===== src/rtl/game_pkg.sv =====
// Shared phase encodings and screen/button geometry for the game sequencer.
package game_pkg;

    typedef enum logic [2:0] {
        PH_MENU      = 3'd0,
        PH_COUNTDOWN = 3'd1,
        PH_PLAY      = 3'd2,
        PH_GAMEOVER  = 3'd3,
        PH_PAUSE     = 3'd4
    } phase_e;

    localparam int COORD_W = 12;

    localparam logic [COORD_W-1:0] SCREEN_W   = 12'd1024;
    localparam logic [COORD_W-1:0] SCREEN_H   = 12'd768;

    localparam logic [COORD_W-1:0] PLAY_X_MIN = 12'd384;
    localparam logic [COORD_W-1:0] PLAY_X_MAX = 12'd690;
    localparam logic [COORD_W-1:0] PLAY_Y_MIN = 12'd384;
    localparam logic [COORD_W-1:0] PLAY_Y_MAX = 12'd480;

    // Lower region edges are exclusive, upper edges inclusive.
    function automatic logic in_play_btn(input logic [COORD_W-1:0] x,
                                         input logic [COORD_W-1:0] y);
        return (x > PLAY_X_MIN) && (x <= PLAY_X_MAX) &&
               (y > PLAY_Y_MIN) && (y <= PLAY_Y_MAX) &&
               (x < SCREEN_W)   && (y < SCREEN_H);
    endfunction

endpackage


===== src/rtl/btn_debounce.sv =====
// Two-flop synchroniser plus debouncer: the output follows the raw button only
// after the synchronised level has held for DEBOUNCE_CYC consecutive cycles.
module btn_debounce #(
    parameter int DEBOUNCE_CYC = 650000
) (
    input  logic pclk,
    input  logic rst,
    input  logic raw_i,
    output logic stable_o
);

    localparam int CW = $clog2(DEBOUNCE_CYC + 1);
    localparam logic [CW-1:0] CNT_LOAD = CW'(DEBOUNCE_CYC - 1);
    localparam logic [CW-1:0] CNT_ONE  = CW'(1);

    logic [1:0]    sync_q;
    logic          cand_q;
    logic          stable_q;
    logic [CW-1:0] cnt_q;

    // Any change of the candidate level reloads the down-counter.
    always_ff @(posedge pclk) begin
        if (rst) begin
            sync_q   <= '0;
            cand_q   <= 1'b0;
            stable_q <= 1'b0;
            cnt_q    <= '0;
        end else begin
            sync_q <= {sync_q[0], raw_i};
            if (sync_q[1] != cand_q) begin
                cand_q <= sync_q[1];
                cnt_q  <= CNT_LOAD;
            end else if (cand_q != stable_q) begin
                if (cnt_q <= CNT_ONE) begin
                    stable_q <= cand_q;
                    cnt_q    <= '0;
                end else begin
                    cnt_q <= cnt_q - CNT_ONE;
                end
            end
        end
    end

    assign stable_o = stable_q;

endmodule


===== src/rtl/game_phase_ctl.sv =====
// Game sequencer MENU -> COUNTDOWN -> PLAY -> GAME_OVER -> MENU with pattern
// scheduling; optional PAUSE phase is built only when GAME_PAUSE_EN is defined.
module game_phase_ctl
    import game_pkg::*;
#(
    parameter int FRAMES_PER_SEC = 60,
    parameter int COUNTDOWN_SEC  = 3,
    parameter int ROUND_SEC      = 20,
    parameter int GAMEOVER_SEC   = 5,
    parameter int NUM_PATTERNS   = 4,
    parameter int DEBOUNCE_CYC   = 650000
) (
    input  logic        pclk,
    input  logic        rst,
    input  logic        vsync_in,
    input  logic [11:0] xpos,
    input  logic [11:0] ypos,
    input  logic        mouse_left,
    input  logic        btn_menu,
    input  logic        btn_pause,
    input  logic        player_hit,
    output logic        game_on,
    output logic        menu_on,
    output logic [2:0]  phase,
    output logic [1:0]  countdown,
    output logic [1:0]  pattern_sel,
    output logic [7:0]  rounds_cleared
);

    localparam int FW      = $clog2(FRAMES_PER_SEC + 1);
    localparam int SEC_MAX = (ROUND_SEC > GAMEOVER_SEC) ? ROUND_SEC : GAMEOVER_SEC;
    localparam int SW      = $clog2(SEC_MAX + 1);

    localparam logic [FW-1:0] FRAME_LAST = FW'(FRAMES_PER_SEC - 1);
    localparam logic [SW-1:0] ROUND_LAST = SW'(ROUND_SEC - 1);
    localparam logic [SW-1:0] GO_LAST    = SW'(GAMEOVER_SEC - 1);
    localparam logic [1:0]    CD_INIT    = 2'(COUNTDOWN_SEC);
    localparam logic [1:0]    PAT_LAST   = 2'(NUM_PATTERNS - 1);

    phase_e          phase_q, phase_d;
    logic [1:0]      cd_q, cd_d;
    logic [1:0]      pat_q, pat_d;
    logic [7:0]      rounds_q, rounds_d;
    logic [FW-1:0]   frame_q, frame_d;
    logic [SW-1:0]   sec_q, sec_d;
    logic            game_on_q, game_on_d;
    logic            menu_on_q, menu_on_d;
    logic            vsync_q, mouse_q, menu_deb_q;
    logic            menu_deb;
    logic            frame_tick, frame_adv, sec_tick, click, menu_req, restart;

    btn_debounce #(.DEBOUNCE_CYC(DEBOUNCE_CYC)) u_menu_deb (
        .pclk     (pclk),
        .rst      (rst),
        .raw_i    (btn_menu),
        .stable_o (menu_deb)
    );

`ifdef GAME_PAUSE_EN
    logic pause_deb, pause_deb_q, pause_req;

    btn_debounce #(.DEBOUNCE_CYC(DEBOUNCE_CYC)) u_pause_deb (
        .pclk     (pclk),
        .rst      (rst),
        .raw_i    (btn_pause),
        .stable_o (pause_deb)
    );

    always_ff @(posedge pclk) begin
        if (rst) pause_deb_q <= 1'b0;
        else     pause_deb_q <= pause_deb;
    end

    assign pause_req = pause_deb & ~pause_deb_q;
    // Timers stand still while paused so PLAY resumes exactly where it left off.
    assign frame_adv = frame_tick & (phase_q != PH_PAUSE);
`else
    logic unused_btn_pause;
    assign unused_btn_pause = btn_pause;
    assign frame_adv        = frame_tick;
`endif

    assign frame_tick = vsync_in & ~vsync_q;
    assign click      = mouse_left & ~mouse_q;
    assign menu_req   = menu_deb & ~menu_deb_q;
    assign sec_tick   = frame_adv & (frame_q == FRAME_LAST);

    always_comb begin
        phase_d   = phase_q;
        cd_d      = cd_q;
        pat_d     = pat_q;
        rounds_d  = rounds_q;
        sec_d     = sec_q;
        frame_d   = frame_q;
        game_on_d = 1'b0;
        menu_on_d = 1'b0;
        restart   = 1'b0;

        case (phase_q)
            PH_MENU: begin
                if (click && in_play_btn(xpos, ypos)) begin
                    phase_d   = PH_COUNTDOWN;
                    cd_d      = CD_INIT;
                    pat_d     = '0;
                    rounds_d  = '0;
                    game_on_d = 1'b1;
                end
            end
            PH_COUNTDOWN: begin
                if (sec_tick) begin
                    if (cd_q == 2'd1) begin
                        phase_d = PH_PLAY;
                        cd_d    = '0;
                    end else begin
                        cd_d = cd_q - 2'd1;
                    end
                end
            end
            PH_PLAY: begin
                if (player_hit) begin
                    phase_d = PH_GAMEOVER;
`ifdef GAME_PAUSE_EN
                end else if (pause_req) begin
                    phase_d = PH_PAUSE;
`endif
                end else if (sec_tick) begin
                    if (sec_q == ROUND_LAST) begin
                        sec_d = '0;
                        pat_d = (pat_q == PAT_LAST) ? 2'd0 : pat_q + 2'd1;
                        if (rounds_q != 8'hFF) rounds_d = rounds_q + 8'd1;
                    end else begin
                        sec_d = sec_q + SW'(1);
                    end
                end
            end
            PH_GAMEOVER: begin
                if (click || (sec_tick && sec_q == GO_LAST)) begin
                    phase_d   = PH_MENU;
                    menu_on_d = 1'b1;
                end else if (sec_tick) begin
                    sec_d = sec_q + SW'(1);
                end
            end
`ifdef GAME_PAUSE_EN
            PH_PAUSE: begin
                if (pause_req) phase_d = PH_PLAY;
            end
`endif
            default: phase_d = PH_MENU;
        endcase

        // Board menu button overrides everything outside MENU.
        if (menu_req && phase_q != PH_MENU) begin
            phase_d   = PH_MENU;
            menu_on_d = 1'b1;
            game_on_d = 1'b0;
            cd_d      = '0;
            pat_d     = pat_q;
            rounds_d  = rounds_q;
            sec_d     = sec_q;
        end

`ifdef GAME_PAUSE_EN
        restart = (phase_d != phase_q) &&
                  !((phase_q == PH_PLAY  && phase_d == PH_PAUSE) ||
                    (phase_q == PH_PAUSE && phase_d == PH_PLAY));
`else
        restart = (phase_d != phase_q);
`endif

        if (restart) begin
            sec_d   = '0;
            frame_d = '0;
        end else if (frame_adv) begin
            frame_d = (frame_q == FRAME_LAST) ? '0 : frame_q + FW'(1);
        end
    end

    always_ff @(posedge pclk) begin
        if (rst) begin
            phase_q    <= PH_MENU;
            cd_q       <= '0;
            pat_q      <= '0;
            rounds_q   <= '0;
            frame_q    <= '0;
            sec_q      <= '0;
            game_on_q  <= 1'b0;
            menu_on_q  <= 1'b0;
            vsync_q    <= 1'b0;
            mouse_q    <= 1'b0;
            menu_deb_q <= 1'b0;
        end else begin
            phase_q    <= phase_d;
            cd_q       <= cd_d;
            pat_q      <= pat_d;
            rounds_q   <= rounds_d;
            frame_q    <= frame_d;
            sec_q      <= sec_d;
            game_on_q  <= game_on_d;
            menu_on_q  <= menu_on_d;
            vsync_q    <= vsync_in;
            mouse_q    <= mouse_left;
            menu_deb_q <= menu_deb;
        end
    end

    assign phase          = phase_q;
    assign countdown      = cd_q;
    assign pattern_sel    = pat_q;
    assign rounds_cleared = rounds_q;
    assign game_on        = game_on_q;
    assign menu_on        = menu_on_q;

endmodule


===== config.mk =====
export PLATFORM = sky130hd
export DESIGN_NAME = game_phase_ctl
export DESIGN_NICKNAME = d
export VERILOG_FILES = /design/src/rtl/game_pkg.sv /design/src/rtl/btn_debounce.sv /design/src/rtl/game_phase_ctl.sv
export SDC_FILE = /design/constraint.sdc
export NUM_CORES = 1
export LEC_CHECK = 0
export CELL_PAD_IN_SITES_DETAIL_PLACEMENT = 1
export CELL_PAD_IN_SITES_GLOBAL_PLACEMENT = 1
export CORE_UTILIZATION = 39
export DETAILED_ROUTE_END_ITERATION = 12
export PLACE_DENSITY = 0.9
export SYNTH_ARGS = -nofsm -noshare
export SYNTH_HDL_FRONTEND = slang
export SYNTH_SLANG_ARGS = --single-unit
export TNS_END_PERCENT = 50

===== constraint.sdc =====
create_clock -name pclk -period 2.45 [get_ports pclk]
set_input_delay 0.3675 -clock pclk [delete_from_list [all_inputs] [get_ports pclk]]
set_output_delay 0.3675 -clock pclk [all_outputs]
set_load 0.005 [all_outputs]

[After elaboration in Yosys (flattened, before gate mapping)]
Index checks and enable logic that the tools add are counted.
Word-level totals
  register bits: 55
  bits of input ports: 31
  output and inout bits: 17
  word-level logic and storage cells: 120
Operators by class
  $add $sub $neg: 6
  order comparisons: 7
  equal/unequal tests: 20
  multiplexer cells: 37
  bitwise operators: 10
  reduce and logical (&&, ||, !) cells: 24
Operators with widths (number)
  $mux W20: 3
  $mux W8: 5
  $mux W5: 5
  $gt A12 B9 Y1 const B: 2
  $le A20 B1 Y1 const B: 1
  $sub A20 B1 Y20 const B: 1
  $mux W3: 6
  $mux W2: 8
  $ne A2 B2 Y1 const B: 8
  $pmux W8 S2: 1
  $le A12 B10 Y1 const B: 1
  $le A12 B9 Y1 const B: 1
  $lt A12 B10 Y1 const B: 1
  $lt A12 B11 Y1 const B: 1
  $pmux W3 S4: 1
  $reduce_and A6 Y1: 2
  $pmux W5 S2: 1
  $add A8 B1 Y8 const B: 1
  $logic_and A1 B1 Y1: 8
  $ne A8 B8 Y1 const B: 1
  $pmux W2 S2: 2
  $reduce_bool A2 Y1: 4
  $reduce_and A7 Y1: 1
  $add A6 B1 Y6 const B: 1
  other kinds (22): 38

[Depth between registers and ports, before layout]
  depth in word-level cells: 12
  mapped depth: 10

[Modules after synthesis]
Synthesis repeated with hierarchy kept, for this count alone.
Unflattened totals
  cells, all modules: 409
  area total of the unflattened synthesis: 3348.2 µm²
By module, submodules not included
  game_phase_ctl: times used 1, cells an instance 249, area an instance 2072.0 µm², sequential area each 620.6 µm²
  btn_debounce: times used 1, cells an instance 160, area an instance 1276.2 µm², sequential area each 480.5 µm²

[Worst setup path before layout]
OpenSTA, ideal clock, no wires.
  path kind: in2reg
  start: in ypos[1]
  end: reg frame_q[3]
  setup time: 0.119 ns
  arrival time: 2.095 ns
  data required time: 2.331 ns
  setup slack: 0.236 ns
  stages on the path: 8
  path through: or3_1 o311ai_2 o21ai_2 or4_4 nor3b_2 o21ai_2 buf_4 nor3_1
Between the ends
  cells in the longest elaborated chain, start to end: 11
  elaborated cells on any way between the ends: 13
  those cells by class: 3 x order compare; 1 x eq/ne; 3 x mux; 6 x reduce/logical
Ends and longest elaborated chain
  start, declared: RTL line game_phase_ctl.sv:17  | input logic [11:0] ypos,
  $gt A12 B9 Y1: RTL line game_pkg.sv:26  | (y > PLAY_Y_MIN) && (y <= PLAY_Y_MAX) &&
  $logic_and A1 B1 Y1: RTL line game_pkg.sv:25  | return (x > PLAY_X_MIN) && (x <= PLAY_X_MAX) &&
  $logic_and A1 B1 Y1 (2 in a row): RTL line game_pkg.sv:26
  $logic_and A1 B1 Y1 (*): RTL line game_pkg.sv:27  | (x < SCREEN_W) && (y < SCREEN_H);
  $logic_and A1 B1 Y1 (*): RTL line game_phase_ctl.sv:101  | if (click && in_play_btn(xpos, ypos)) begin
  $mux W3 (*): RTL line game_phase_ctl.sv:101
  $pmux W3 S4 (*): RTL line game_phase_ctl.sv:99  | case (phase_q)
  $mux W3 (*): RTL line game_phase_ctl.sv:153  | if (menu_req && phase_q != PH_MENU) begin
  $ne A3 B3 Y1 (*): RTL line game_phase_ctl.sv:168  | restart = (phase_d != phase_q);
  $reduce_or A2 Y1 (no source line) (*)
  end signal, assigned: RTL line game_phase_ctl.sv:197  | frame_q <= frame_d;
  end, declared: RTL line game_phase_ctl.sv:44  | logic [FW-1:0] frame_q, frame_d;
Mark *: on every way between the ends. The rest lies on a longest branch, timed or not.
A chain may end at the register's enable or synchronous reset.

[Worst setup path in the final report]
Ends and elaborated chain as after synthesis.

==> summary.md <==
| Metric | Value |
|---|---|
| LEAKAGE | between 1 and 1.5 nW |
| Total vias in the final route | ~3,000 |
| Cells on worst reg2reg path | 8 |
| Ys Warns | 0 |
| Count of pins over their slew limit | 0 |
| DIE AREA | 7820 sq um |
| Vias per cell | 5.58 |
| Number of max-cap violations | 0 |
| Die width | between 80 and 90 um |
| Vias in the first global route | 3,059 |
| Depth of the CTS H-tree | 2 |
| Core Util, Final | 0.528 |
| Final setup viols | 0 |
| R2R Setup Slk | between 0.15 and 0.2 ns |
| Outcome | completed |
| Fillers | between 800 and 900 |
| Hold Path Cell Cnt | 1 |
| Gate Count Post-Synth | ~360 |
| Hold Path Class | flip-flop to flip-flop |
| Io pins | 48 |
| Crit. End Element | flip-flop |
| Crit Path Category | primary input to flip-flop |
| Critical path arrival | between 2 and 3 ns |
| Placed insts | roughly 520 |
| Post-CTS Resized | 0 |
| DRT iter0 DRCs | 60 |
| Hold path start | u_menu_deb.sync_q[0]$_SDFF_PP0_ |
| PortBufs | 46 |
| Share of cells above drive strength 1 | 0.131 |
| RSZ-0062 raised after global routing | yes |
| Cell row count | 31 |
| First-pass GRT wire length | 13,800 um |
| Clk_skew | about 0.005 ns |
| Clock latency on the worst-skew pair | 0.31 ns |
| Startpoint class of the critical path | primary input |
| Initial antenna violation count | 0 |
| CTS tree | built |
| Die span in y | slightly below 90 um |
| Clock Pin Slew Worst Setup and Hold Paths | ~0.10 ns |
| Number of synthesized register bits | 55 |
| Number of routed nets with antenna violations | 0 |
| Clock sink count | 55 |
| Min Hold Slack | between 0.4 and 0.5 ns |
| DP HPWL | about 6400 um |
| Final worst path period need | 2.41 ns |
| Nets | roughly 470 |
| Hold EP | u_menu_deb.sync_q[1]$_SDFF_PP0_ |
| Setup tns final | 0 ns |
| Reg-to-Reg End | pattern_sel[0]$_SDFFE_PP0P_ |
| Final std cells w/o fill | ~530 |
| Design area | ~3800 sq um |
| Final routed DRC violation total | 0 |
| Synth async-reset ratio | 0 |
| Synthesized Nets | between 300 and 400 |
| Main synth FF type | dfxtp_1 |
| Worst r2r src | sec_q[0]$_SDFFE_PP0P_ |
| Drt pass-1 iters | 4 |
| Hold Fails Final Rpt | 0 |
| Num CTS Buffers | 5 |
| PwrDens | approximately 470 nW/um^2 |
| Synthesized area | around 2900 sq um |
| Starting Density | 0.402 |
| Synth unique cells | 56 |
| Placed cell area | about 3700 sq um |
| Postcts setup bufs | 0 |
| Critical-path maximum fanout | 11 |
| Cts hold-fix bufs | 0 |
| Number of diodes | 0 |
| Total GRT Usage | 0.225 |
| Post-synth EDFFs | 0 |
| Core area | between 7000 and 8000 sq um |
| Routed WL | between 8000 and 9000 um |
| Max Clock Freq | 416 MHz |
| Required time worst endpoint | around 2.7 ns |
| Final GP Congestion | approximately 0.87 |
| Grt ovf | 0 |
| Root Driver | clkbuf_8 |
| Avg Synthesized Cell Area | between 8 and 9 sq um |
| Wire per inst | between 15 and 20 um |
| Worst IR Drop VDD | between 0.15 and 0.2 mV |
| Register area share after synthesis | 0.378 |
| Fin crit share | 0.982 |
| Largest net degree at the start of global routing | 20 |
| Crit path from | ypos[1] |
| Area Growth Syn to Fin | 31.5% |
| CTS Buffer Depth | 2 |
-- state kept, by name, summed over array words and instances (netlist names), 2 cells and up --
signal             count
countdown              2
frame_q                6
pattern_sel            2
phase                  3
rounds_cleared         8
sec_q                  5
u_menu_deb.cnt_q      20
u_menu_deb.sync_q      2
-- cell families after synthesis --
logic type,Yosys count,synth area share
AND/OR/NAND/NOR,175,0.326
flip-flops,55,0.378
adder cells (fa/ha/maj),8,0.0344
XOR/XNOR,18,0.0541
multiplexers,1,0.00344
other,1,0.00129
buffers and inverters,23,0.0361
AO/OA/AOI/OAI,76,0.167
-- metrics by stage --
step	power (W)	setup WS (ns)
floorplan	0.00113	0.236
global placement	0.00127	-0.212
detailed placement	0.00128	-0.278
CTS	0.00182	0.0607
global route	0.00189	-0.0672
finish	0.00181	0.0443
-- worst max-delay path, stage by stage --
cell	delay [ns]
clkdlybuf4s50_1	0.40
or3_4	0.41
o311ai_4	0.26
o21ai_4	0.13
or4_4	0.50
nor3b_2	0.17
o21ai_2	0.16
buf_12	0.15
nor3_1	0.06
-- cells in the mapped netlist (6+ instances only) --
library cell,instances,area share
a21oi_1,32,0.055
a31oi_1,10,0.021
clkbuf_1,10,0.013
dfxtp_1,55,0.38
ha_1,8,0.034
inv_1,6,0.0077
nand2_1,31,0.040
nand3_1,8,0.014
nand4_1,11,0.024
nor2_1,38,0.049
nor2b_1,13,0.028
nor3_1,29,0.050
o21ai_0,12,0.021
or3_1,7,0.015
xnor2_1,10,0.030
xor2_1,8,0.024
-- area by class of cell --
cell class                 instances  area (sq um)  area share
inverter                           6          22.5     0.00588
clock buffer                       7          86.3      0.0225
clock inverter                     1          8.76     0.00229
tap                               99           124      0.0323
timing repair buffer              80           728       0.190
sequential                        55          1100       0.287
multi-input combinational        279          1760       0.460
-- layout by cell type, fill, tap and decap left out, drive strengths merged, types with 10 or more instances in the layout --
cell           netlist  routed
a21oi               32      32
a31oi               10      10
buf                  6      34
clkdlybuf4s50        0      46
dfxtp               55      55
nand2               31      31
nand4               12      12
nor2                38      38
nor2b               13      13
nor3                30      30
o21ai               14      14
xnor2               10      10
-- layer usage --
layer / vias up / part of all wire / GRT usage
met1: 1436 / 0.42 / 0.251
met4: 0 / 0.011 / 0.0455
li1: 1439 / - / -
met5: - / 0 / 0
met3: 13 / 0.035 / 0.0504
met2: 55 / 0.53 / 0.434
-- power breakdown --
group / switching [W] / internal (W) / total, W
Sequential: 0.0000270 / 0.000921 / 0.000948
Clock: 0.000300 / 0.000233 / 0.000533
Combinational: 0.000171 / 0.000159 / 0.000330
-- how the worst max path moves through the flow --
stage | to | slack (ns)
final | frame_q[3]$_SDFFE_PP0P_ | 0.04
after CTS | frame_q[5]$_SDFFE_PP0P_ | 0.06
after floorplan | frame_q[3]$_SDFFE_PP0P_ | 0.24
after global placement | frame_q[3]$_SDFFE_PP0P_ | -0.21
after detailed placement | frame_q[5]$_SDFFE_PP0P_ | -0.28
after global routing | frame_q[3]$_SDFFE_PP0P_ | -0.07
No activity file was read; power rests on OpenSTA's default activity.
